===== config.mk =====
export PLATFORM = sky130hd
export DESIGN_NAME = solver_result_fifo_writer_flat
export DESIGN_NICKNAME = d
export VERILOG_FILES = /design/src/rtl/fractal_fifo_pkg.sv /design/src/rtl/solver_result_fifo_writer_if.sv /design/src/rtl/fifo_out_stage.sv /design/src/rtl/solver_result_fifo_writer.sv /design/src/flat_wrapper.sv
export SDC_FILE = /design/constraint.sdc
export NUM_CORES = 1
export LEC_CHECK = 0
export BUFFER_PORTS_ARGS = -buffer_cell sky130_fd_sc_hd__buf_2
export CAP_MARGIN = 20
export CORE_ASPECT_RATIO = 1.25
export CORE_UTILIZATION = 54
export CTS_CLUSTER_DIAMETER = 60
export DETAILED_ROUTE_END_ITERATION = 6
export PLACE_DENSITY = 0.84
export SYNTH_ARGS = -nofsm -noshare
export SYNTH_HDL_FRONTEND = slang
export SYNTH_SLANG_ARGS = --single-unit
export TNS_END_PERCENT = 10

===== constraint.sdc =====
create_clock -name clock -period 5.7 [get_ports clock]
set_input_delay 1.71 -clock clock [delete_from_list [all_inputs] [get_ports clock]]
set_output_delay 1.71 -clock clock [all_outputs]
set_load 0.005 [all_outputs]

===== src/rtl/fractal_fifo_pkg.sv =====
// Word format shared by solver_result_fifo_writer and hps_fifo_decoder:
// [31:29] type tag, [28:0] payload.
package fractal_fifo_pkg;

  localparam int unsigned WORD_BITS     = 32;
  localparam int unsigned TYPE_BITS     = 3;
  localparam int unsigned PAYLOAD_BITS  = WORD_BITS - TYPE_BITS;
  localparam int unsigned TYPE_LSB      = PAYLOAD_BITS;
  localparam int unsigned PAYLOAD_LSB   = 0;
  localparam int unsigned FRAME_ID_BITS = 16;

  typedef logic [TYPE_BITS-1:0] word_type_t;

  localparam word_type_t FRAME_START = 3'd1;
  localparam word_type_t RESULT      = 3'd2;
  localparam word_type_t FRAME_END   = 3'd3;
  localparam word_type_t CHECKSUM    = 3'd4;

  typedef enum logic [1:0] {
    StIdle,
    StStream,
    StTrailer,
    StChecksum
  } state_e;

  function automatic logic [WORD_BITS-1:0] pack_word(input word_type_t            wtype,
                                                     input logic [PAYLOAD_BITS-1:0] payload);
    logic [WORD_BITS-1:0] w;
    w = '0;
    w[TYPE_LSB +: TYPE_BITS]       = wtype;
    w[PAYLOAD_LSB +: PAYLOAD_BITS] = payload;
    return w;
  endfunction

endpackage


===== src/rtl/solver_result_fifo_writer_if.sv =====
// FPGA-to-HPS FIFO write bus: master is the word producer, slave the Qsys FIFO write slave.
interface solver_result_fifo_writer_if;

  logic        fifo_full;
  logic        fifo_write;
  logic [31:0] fifo_writedata;

  modport master (
    input  fifo_full,
    output fifo_write,
    output fifo_writedata
  );

  modport slave (
    output fifo_full,
    input  fifo_write,
    input  fifo_writedata
  );

endinterface


===== src/rtl/fifo_out_stage.sv =====
// Single-entry holding register in front of the FIFO write slave; frees in the
// same cycle its word is written so the producer can keep 1 word/clock.
module fifo_out_stage #(
  parameter int unsigned WORD_BITS = 32
) (
  input  logic                 clock,
  input  logic                 reset,
  input  logic                 load,
  input  logic [WORD_BITS-1:0] word,
  input  logic                 fifo_full,
  output logic                 free,
  output logic                 valid,
  output logic                 fifo_write,
  output logic [WORD_BITS-1:0] fifo_writedata
);

  logic [WORD_BITS-1:0] out_word;

  // load is only asserted by the producer when free is high
  always_ff @(posedge clock or posedge reset) begin
    if (reset) begin
      valid    <= 1'b0;
      out_word <= '0;
    end else if (load) begin
      valid    <= 1'b1;
      out_word <= word;
    end else if (fifo_write) begin
      valid    <= 1'b0;
    end
  end

  always_comb begin
    fifo_write     = valid && !fifo_full;
    free           = !valid || fifo_write;
    fifo_writedata = out_word;
  end

endmodule


===== src/rtl/solver_result_fifo_writer.sv =====
// Packs solver results into tagged FIFO words framed by FRAME_START / FRAME_END.
// Define SOLVER_FIFO_CHECKSUM_EN to append a CHECKSUM word (XOR of RESULT payloads).
module solver_result_fifo_writer #(
  parameter int unsigned ADDR_BITS = 19,
  parameter int unsigned ITER_BITS = 10,
  parameter int unsigned TYPE_BITS = fractal_fifo_pkg::TYPE_BITS
) (
  input  logic                    clock,
  input  logic                    reset,
  input  logic                    frame_start,
  input  logic [15:0]             frame_id,
  input  logic                    frame_end,
  input  logic                    res_valid,
  output logic                    res_ready,
  input  logic [ADDR_BITS-1:0]    res_addr,
  input  logic [ITER_BITS-1:0]    res_iter,
  solver_result_fifo_writer_if.master fifo,
  output logic                    busy,
  output logic                    proto_err
);
  import fractal_fifo_pkg::*;

  if ((TYPE_BITS + ADDR_BITS + ITER_BITS != WORD_BITS) ||
      (TYPE_BITS != fractal_fifo_pkg::TYPE_BITS)) begin : g_width_check
    $error("solver_result_fifo_writer: TYPE_BITS + ADDR_BITS + ITER_BITS must equal 32");
  end

  state_e                   state;
  logic                     pending_end;
  logic [ADDR_BITS-1:0]     count;
  logic                     load;
  logic [WORD_BITS-1:0]     load_word;
  logic                     free;
  logic                     out_valid;
  logic                     accept;
  logic                     end_now;
  logic [PAYLOAD_BITS-1:0]  result_payload;
`ifdef SOLVER_FIFO_CHECKSUM_EN
  logic [PAYLOAD_BITS-1:0]  csum;
`endif

  fifo_out_stage #(
    .WORD_BITS (WORD_BITS)
  ) u_out_stage (
    .clock          (clock),
    .reset          (reset),
    .load           (load),
    .word           (load_word),
    .fifo_full      (fifo.fifo_full),
    .free           (free),
    .valid          (out_valid),
    .fifo_write     (fifo.fifo_write),
    .fifo_writedata (fifo.fifo_writedata)
  );

  always_comb begin
    result_payload = PAYLOAD_BITS'({res_addr, res_iter});
    res_ready      = (state == StStream) && !pending_end && free;
    accept         = res_valid && res_ready;
    // A result offered alongside frame_end wins; the trailer follows next cycle.
    end_now        = (state == StStream) && !accept && (frame_end || pending_end) && free;
    busy           = (state != StIdle) || out_valid;

    load      = 1'b0;
    load_word = '0;
    case (state)
      StIdle: begin
        if (frame_start) begin
          load      = 1'b1;
          load_word = pack_word(FRAME_START, PAYLOAD_BITS'(frame_id));
        end
      end
      StStream: begin
        if (accept) begin
          load      = 1'b1;
          load_word = pack_word(RESULT, result_payload);
        end else if (end_now) begin
          load      = 1'b1;
          load_word = pack_word(FRAME_END, PAYLOAD_BITS'(count));
        end
      end
`ifdef SOLVER_FIFO_CHECKSUM_EN
      StTrailer: begin
        // FRAME_END leaves the register this cycle; chain the checksum behind it
        if (free) begin
          load      = 1'b1;
          load_word = pack_word(CHECKSUM, csum);
        end
      end
`endif
      default: ;
    endcase
  end

  always_ff @(posedge clock or posedge reset) begin
    if (reset) begin
      state       <= StIdle;
      pending_end <= 1'b0;
      count       <= '0;
      proto_err   <= 1'b0;
`ifdef SOLVER_FIFO_CHECKSUM_EN
      csum        <= '0;
`endif
    end else begin
      if ((frame_end && state == StIdle) || (frame_start && state != StIdle)) begin
        proto_err <= 1'b1;
      end

      case (state)
        StIdle: begin
          if (frame_start) begin
            count       <= '0;
            pending_end <= 1'b0;
`ifdef SOLVER_FIFO_CHECKSUM_EN
            csum        <= '0;
`endif
            state       <= StStream;
          end
        end
        StStream: begin
          if (accept) begin
            if (count != {ADDR_BITS{1'b1}}) begin
              count <= count + ADDR_BITS'(1);
            end
`ifdef SOLVER_FIFO_CHECKSUM_EN
            csum <= csum ^ result_payload;
`endif
          end
          if (frame_end) begin
            pending_end <= 1'b1;
          end
          if (end_now) begin
            state <= StTrailer;
          end
        end
        StTrailer: begin
          if (fifo.fifo_write) begin
            pending_end <= 1'b0;
`ifdef SOLVER_FIFO_CHECKSUM_EN
            state       <= StChecksum;
`else
            state       <= StIdle;
`endif
          end
        end
`ifdef SOLVER_FIFO_CHECKSUM_EN
        StChecksum: begin
          if (fifo.fifo_write) begin
            state <= StIdle;
          end
        end
`endif
        default: state <= StIdle;
      endcase
    end
  end

endmodule


===== src/flat_wrapper.sv =====
// flat-port wrapper written by rule: the top's interface ports become plain ports
module solver_result_fifo_writer_flat import fractal_fifo_pkg::*;
#(
  parameter int unsigned ADDR_BITS = 19,
  parameter int unsigned ITER_BITS = 10,
  parameter int unsigned TYPE_BITS = fractal_fifo_pkg::TYPE_BITS
)
  (clock, reset, frame_start, frame_id, frame_end, res_valid, res_ready, res_addr, res_iter, busy, proto_err, fifo_fifo_full, fifo_fifo_write, fifo_fifo_writedata);
  solver_result_fifo_writer_if fifo_i ();
  input  logic clock;
  input  logic reset;
  input  logic frame_start;
  input  logic [15:0] frame_id;
  input  logic frame_end;
  input  logic res_valid;
  output logic res_ready;
  input  logic [ADDR_BITS-1:0] res_addr;
  input  logic [ITER_BITS-1:0] res_iter;
  output logic busy;
  output logic proto_err;
  input wire logic [$bits(fifo_i.fifo_full)-1:0] fifo_fifo_full;
  output wire logic [$bits(fifo_i.fifo_write)-1:0] fifo_fifo_write;
  output wire logic [$bits(fifo_i.fifo_writedata)-1:0] fifo_fifo_writedata;
  assign fifo_i.fifo_full = fifo_fifo_full;
  assign fifo_fifo_write = fifo_i.fifo_write;
  assign fifo_fifo_writedata = fifo_i.fifo_writedata;
  solver_result_fifo_writer #(.ADDR_BITS(ADDR_BITS), .ITER_BITS(ITER_BITS), .TYPE_BITS(TYPE_BITS)) u_core (.clock(clock), .reset(reset), .frame_start(frame_start), .frame_id(frame_id), .frame_end(frame_end), .res_valid(res_valid), .res_ready(res_ready), .res_addr(res_addr), .res_iter(res_iter), .fifo(fifo_i), .busy(busy), .proto_err(proto_err));
endmodule

Word-level counts from Yosys, hierarchy flattened
Index checks and enable logic that the tools add are counted.
- logic and storage cells: 62
- output and inout bits: 36
- input bits: 51
- bits in registers: 56
- equal/unequal tests: 9
- reduce and logical (&&, ||, !) cells: 25
- muxes and demuxes: 21
- add/sub/neg operators: 1
- operator list (operator ; number):
    $pmux W32 S2 ; 1
    $mux W19 ; 3
    $pmux W19 S2 ; 1
    $mux W32 ; 1
    $mux W31 ; 1
    $mux W30 ; 1
    $add A19 B1 Y19 const B ; 1
    $ne A19 B19 Y1 const B ; 1
    $logic_and A1 B1 Y1 ; 9
    $ne A2 B2 Y1 const B ; 4
    $reduce_and A4 Y1 ; 2
    $mux W1 ; 7
    $mux W2 ; 3
    $pmux W2 S3 ; 1
    $reduce_bool A2 Y1 ; 3
    $logic_not A1 Y1 ; 4
    $logic_or A1 B1 Y1 ; 4
    $ne A2 B1 Y1 const B ; 2
    $pmux W1 S3 ; 1
    $reduce_and A3 Y1 ; 1
    $reduce_bool A3 Y1 ; 1
    $eq A2 B1 Y1 const B ; 1
    $eq A2 B2 Y1 const B ; 1
    $logic_not A2 Y1 ; 1
    $pmux W1 S2 ; 1

Depth between registers and ports, before layout
Gate-level depths: netlist of the first run.
- depth in word-level cells: 13
- gate-level depth with buffers: 7
- gate-level depth less buffers: 6

Modules after synthesis
A second synthesis of the first run with hierarchy kept.
- cells, all modules: 295
- area total of the unflattened synthesis: 3394.5 sq um
- modules (own cells, without submodules) (module ; instances ; area an instance (sq um) ; seq. area each (sq um) ; cells each):
    solver_result_fifo_writer ; 1 ; 2006.9 ; 575.6 ; 222
    fifo_out_stage ; 1 ; 1387.6 ; 825.8 ; 73

Worst setup path after synthesis of the first run
No wires, ideal clock.
- path kind: input to output
- from: in fifo_fifo_full
- to: out res_ready
- arrival time: 2.111 ns
- path slack: 1.879 ns
- path buffers: 0
- required time: 3.990 ns
- cell stages on the path: 2
- path through: and2_1 nor3_1
- word-level cells in the longest chain between the ends: 4
- RTL lines (what ; RTL line ; RTL):
    start: declaration ; flat_wrapper.sv:21 ; input wire logic [$bits(fifo_i.fifo_full)-1:0] fifo_fifo_full;
    $logic_not A1 Y1 ; fifo_out_stage.sv:33 ; fifo_write = valid && !fifo_full;
    $logic_and A1 B1 Y1 ; fifo_out_stage.sv:33 ;
    $logic_or A1 B1 Y1 ; fifo_out_stage.sv:34 ; free = !valid || fifo_write;
    $logic_and A1 B1 Y1 ; solver_result_fifo_writer.sv:58 ; res_ready = (state == StStream) && !pending_end && free;
    end: declaration ; flat_wrapper.sv:16 ; output logic res_ready;
Every way passes these cells.

Final worst setup path of the first run
Same ends and word-level chain as after synthesis.

==> impl_metrics.yaml, run 1 <==
global_routing:
  grt_pass1_vias: 2329
  busiest_layer: "met2"
  grt_pass1_wl_microns: 10400
  antenna_found_initial: 0
  grt_usage_pct: 25.6
  grtUsageMet2_pct: 47.0
  use_met3_pct: 3.37
  grt_max_degree: 56
  use_met1_pct: 30.2
  grt_overflow: 0
route:
  drc_errors: 0
  vias_per_cell: 5.90
  dr.pass1.iters: 6
  wl_microns: 6130
  postRouteAntennaNets: 0
  num_vias: 2366
  wire_per_inst_microns: 15.3
  drtIter0Drc: 192
sta:
  hold_viol: 0
  setup_viol: 0
  slew_violations: 0
  post-route-period-util_pct: 72.3
  rsz0062_at_grt: "no"
  tns_ps: 0
  worstMarginPinSlew_ps: 674
  final.min_clock_period_ps: 4120
  max_slew_margin_pct: 55.0
  worst_clock_skew_ps: 4.73
  fin_ws_ps: 1580
  fmax_mhz: 243
critical_path:
  path_class: "in2out"
  critPathRequiredTime_ps: 3990
  r2r_slack_ps: 3450
  cpLargestDelayFamily: "simple AND/OR/NAND/NOR gates"
  critPathBufInv: 2
  cp.arrival_ps: 2410
  worstSetupStartpointType: "input port"
  cpMaxStageDelayCell: "nor3_1"
  cp-end-kind: "primary output"
  cpMostUsedCell: "buf_2"
  path_max_fanout: 3
  crit_path_cell_trace: "buf_2 -> and2_1 -> nor3_1 -> buf_2"
  critPathMaxStageDelay_ps: 250
synth:
  synth_cell_type_count: 48
  avgSynthCellArea_sq_um: 10.3
  synth_common_cells: "55 x dfrtp_1, 46 x nand2_1, 16 x a222oi_1"
  yosysSeqAreaShare_pct: 51.2
  synth_edf_count: 0
  async_flop_share_pct: 100
  synth_top_area_cell: "dfrtp_1"
  synth_top_cell_area_share_pct: 51.2
  ys_ff_latch: 55
  synthCells: 260
  synth_flop_cell: "dfrtp_1"
  synth.most_common_cell: "dfrtp_1"
  ys_warn_count: 0
  synth.area.top_cells: "dfrtp_1 51%, nand2_1 6.4%, a222oi_1 6.0%"
  synthesis.nets: 312
  netlist_area_sq_mm: 0.00269
floorplan:
  die_h_microns: 80.9
  fp.dieArea_sq_mm: 0.00526
  core_sq_mm: 0.00476
  start_util_pct: 56.4
  die_w_microns: 65.1
  rows: 28
  io_pins: 87
pwr:
  p_leak_nw: 1.61
  p_per_area_mw_per_mm2: 404
  irDropWorstVdd_mv: 0.238
clock_tree:
  clockBufferDepth: 2
  numCtsBuffers: 5
  clk_pin_slew_ps: 90
  holdBufCountCts: 0
  cts_max_level: 2
  postCtsSetupBuffers: 0
  cts_sinks: 55
  cts_tree: "yes"
  clkLatencyLatePin_ps: 310
  root_buffer: "clkbuf_8"
  cts_resized: 0
placement:
  port-buffer-count: 85
  place_worst_setup_slack_ps: 1600
  dp_hpwl_microns: 4330
  placed_cells: 393
  place_congestion: 0.820
cells_and_area:
  areaGrowthSynthToFinish_pct: 21.0
  stdcell_count: 401
  nNetsFinal: 392
  antennaDiodeCount: 0
  drive_above_1_share_pct: 34.6
  n_fill_cell: 403
run:
  max_cap_viol_count: 0
hold_path:
  hp-class: "reg2reg"
outcome:
  status: "complete, no violations"
-- final cells by class --
class	instances	area, sq um	share of cell area, %
Inverter	4	15.0	0.462
Sequential cell	55	1380	42.3
Multi-Input combinational cell	184	1210	37.1
Tap cell	60	75.1	2.31
Timing Repair Buffer	90	463	14.2
Clock buffer	6	82.6	2.54
Clock inverter	2	35.0	1.08
-- registers in the layout, summed over array words and instances (netlist names) --
name                               flops
u_core.u_out_stage.fifo_writedata     31
u_core.state                           2
u_core.count                          19
u_core.proto_err                       1
u_core.pending_end                     1
u_core.u_out_stage.valid               1
-- cells by family (layout without fill, tap and decap cells) --
family,Yosys count,count (layout),synth area share [%]
multiplexers,4,4,1.54
buffers and inverters,21,102,3.91
XOR/XNOR,9,9,2.93
adder cells (fa/ha/maj),1,1,0.465
AND/OR/NAND/NOR,109,109,21.7
other,1,1,0.140
flip-flops,55,55,51.2
AO/OA/AOI/OAI,60,60,18.1
-- worst paths after layout --
kind	start	to	depth (start not counted)
setup / recovery	fifo_fifo_full	res_ready	4
min in group asynchronous	reset	u_core.u_out_stage.fifo_writedata[15]	3
max in group asynchronous	reset	u_core.count[3]	3
hold reg to reg	u_core.proto_err	u_core.proto_err	1
setup reg to reg	u_core.state[0]	u_core.u_out_stage.fifo_writedata[15]	7
hold / removal	u_core.proto_err	u_core.proto_err	1
-- cells in the final DEF, fill, tap and decap left out, types with 4 or more instances in the layout --
cell	synthesis	routed
nand3_1	9	9
xnor2_1	6	6
a222oi_1	16	16
and4_2	4	4
buf_4	2	5
buf_2	8	85
nand2_1	46	46
nor3b_1	4	4
or3_1	4	4
o21ai_0	9	9
a22o_1	10	10
clkbuf_8	0	6
and2_1	4	4
nor2b_1	4	4
nor2_1	14	14
a21oi_1	7	7
dfrtp_1	55	55
nand4_1	5	5
-- report_power, final --
| group | internal (mW) | leakage (nW) | total, mW | switching [mW] |
|---|---|---|---|---|
| Clock | 0.142 | 0.0612 | 0.266 | 0.124 |
| Sequential | 0.499 | 0.722 | 0.570 | 0.0714 |
| Combinational | 0.218 | 0.832 | 0.477 | 0.259 |
-- routing by layer --
| metal | up-vias | share of wire [%] |
|---|---|---|
| met1 | 1156 | 40 |
| met4 | 0 | 1.2 |
| met2 | 81 | 53 |
| met5 | - | 0 |
| li1 | 1123 | - |
| met3 | 6 | 6.0 |
-- stage by stage --
step | util [%] | area, sq um | total power, mW | hold slack, ps
finish | 68.3 | 3250 | 1.31 | 470
global route | 68.3 | 3250 | 1.40 | 506
CTS | 68.3 | 3250 | 1.32 | 478
detailed placement | 65.8 | 3140 | 1.06 | 457
global placement | 65.8 | 3140 | 1.04 | 444
floorplan | - | 2690 | 0.868 | 461
Note: power is estimated with default switching activity, not from simulation.
==> run 2: changes to the inputs <==
Settings changed: CORE_UTILIZATION 54 to 51, PLACE_DENSITY 0.84 to 0.8.
Clock period 5.7 ns to 4.2 ns, I/O delays scaled along.
==> impl_metrics.yaml, run 2 (synthesis gave the netlist of run 1 again) <==
pwr:
  p_per_area_mw_per_mm2: 551
  switching_power_mw: 0.628
  seq_power_share_pct: 43.3
  p_leak_nw: 1.61
  swShare_pct: 35.0
  p_int_mw: 1.17
  irDropWorstVdd_mv: 0.318
  p_comb_share_pct: 36.4
  clock_power_share_pct: 20.3
critical_path:
  crit_start: "fifo_fifo_full"
  cp-endpoint: "res_ready"
  cpMostUsedCell: "buf_2"
  cp-end-kind: "primary output"
  cpMaxStageDelayCell: "nor3_1"
  cp.arrival_ps: 1980
  reg2reg_to: "u_core.count[10]"
  rr_startpoint: "u_core.state[1]"
  rr_worst_depth: 5
  worst-path-stages: 4
  worstSetupStartpointType: "input port"
  path_max_fanout: 3
  critPathMaxStageDelay_ps: 260
  r2r_slack_ps: 1900
  critPathBufInv: 2
  cpLargestDelayFamily: "simple AND/OR/NAND/NOR gates"
  critPathRequiredTime_ps: 2940
  crit_path_cell_trace: "buf_2 -> and2_1 -> nor3_1 -> buf_2"
  path_class: "in2out"
clock_tree:
  clockBufferDepth: 2
  cts_max_level: 2
  root_buffer: "clkbuf_8"
  cts_resized: 0
  cts_sinks: 55
  holdBufCountCts: 0
  clk_pin_slew_ps: 90
  clkLatencyLatePin_ps: 310
  cts_tree: "yes"
  postCtsSetupBuffers: 0
  numCtsBuffers: 5
cells_and_area:
  ff_latch_area_sq_mm: 0.00138
  nNetsFinal: 392
  most-common-layout-cells: "85 x buf_2, 55 x dfrtp_1, 46 x nand2_1, 16 x a222oi_1, 14 x nor2_1"
  largest_register_ffs: 31
  drive_above_1_share_pct: 34.6
  n_fill_cell: 453
  antennaDiodeCount: 0
  areaGrowthSynthToFinish_pct: 21.1
  layout_commonest_cell: "buf_2"
  final_core_util_pct: 64.1
  multi_input_area_sq_mm: 0.00121
sta:
  fin_ws_ps: 964
  post-route-period-util_pct: 77.0
  slew_violations: 0
  final.min_clock_period_ps: 3240
  worst_clock_skew_ps: 6.51
  tns_ps: 0
  max_slew_margin_pct: 49.9
  worstMarginPinSlew_ps: 752
  rsz0062_at_grt: "no"
  hold_viol: 0
  fmax_mhz: 309
  setup_viol: 0
floorplan:
  rows: 29
  fp.dieArea_sq_mm: 0.00557
  start_util_pct: 52.9
  core_sq_mm: 0.00508
  die_w_microns: 66.9
  die_h_microns: 83.2
  io_pins: 87
global_routing:
  antenna_found_initial: 0
  grt_usage_pct: 24.2
  grt_overflow: 0
  grt_pass1_wl_microns: 10400
  grt_max_degree: 37
  grt_pass1_vias: 2350
outcome:
  status: "complete, no violations"
route:
  wl_microns: 6250
  route.top_layer_used: "met4"
  drc_errors: 0
  wire_per_inst_microns: 15.5
  num_vias: 2364
  vias_per_cell: 5.87
  dr.pass1.iters: 4
  dr_wl_met3_microns: 286
  postRouteAntennaNets: 0
  drtIter0Drc: 187
  wl_met2_microns: 3240
  drt-met1-wl_microns: 2610
placement:
  place_worst_setup_slack_ps: 982
  dp_hpwl_microns: 4390
  place_congestion: 0.863
  port-buffer-count: 85
hold_path:
  hp-class: "reg2reg"
run:
  max_cap_viol_count: 0
-- run 2: cell counts in the layout (fill, tap and decap cells not counted) --
No cell type changed its count.
-- run 2: power by group through the flow --
stage	combinational [mW]	clock, mW	sequential, mW
floorplan	0.395	0	0.783
global placement	0.640	0	0.778
detailed placement	0.661	0	0.784
CTS	0.662	0.369	0.775
global route	0.727	0.393	0.793
finish	0.653	0.365	0.777
-- run 2: final cells by class --
class,count,share of cell area [%]
Multi-Input combinational cell,184,37.0
Timing Repair Buffer,90,14.2
Clock inverter,2,1.08
Tap cell,62,2.38
Sequential cell,55,42.3
Inverter,4,0.461
Clock buffer,6,2.54
-- run 2: metrics by stage --
step | cells | hold slack, ps | cell area, sq um | total power, mW
2_1_floorplan | 260 | 461 | 2690 | 1.18
3_3_place_gp | 395 | 447 | 3140 | 1.42
3_5_place_dp | 395 | 458 | 3140 | 1.45
4_1_cts | 403 | 479 | 3260 | 1.81
5_1_grt | 403 | 500 | 3260 | 1.91
6_report | 403 | 470 | 3260 | 1.79
-- run 2: worst min path at each step --
stage / slack, ps / endpoint / start / cells after the start
after floorplan: 460 / u_core.proto_err / u_core.proto_err / 1
after global placement: 450 / u_core.proto_err / u_core.proto_err / 1
after detailed placement: 460 / u_core.proto_err / u_core.proto_err / 1
after CTS: 480 / u_core.proto_err / u_core.proto_err / 1
after global routing: 500 / u_core.proto_err / u_core.proto_err / 1
final: 470 / u_core.proto_err / u_core.proto_err / 1
-- run 2: per-layer routing --
metal | up-vias | global-route usage (%)
li1 | 1118 | -
met1 | 1164 | 29.8
met2 | 73 | 42.6
met3 | 9 | 3.57
met4 | 0 | 6.96
met5 | - | 0
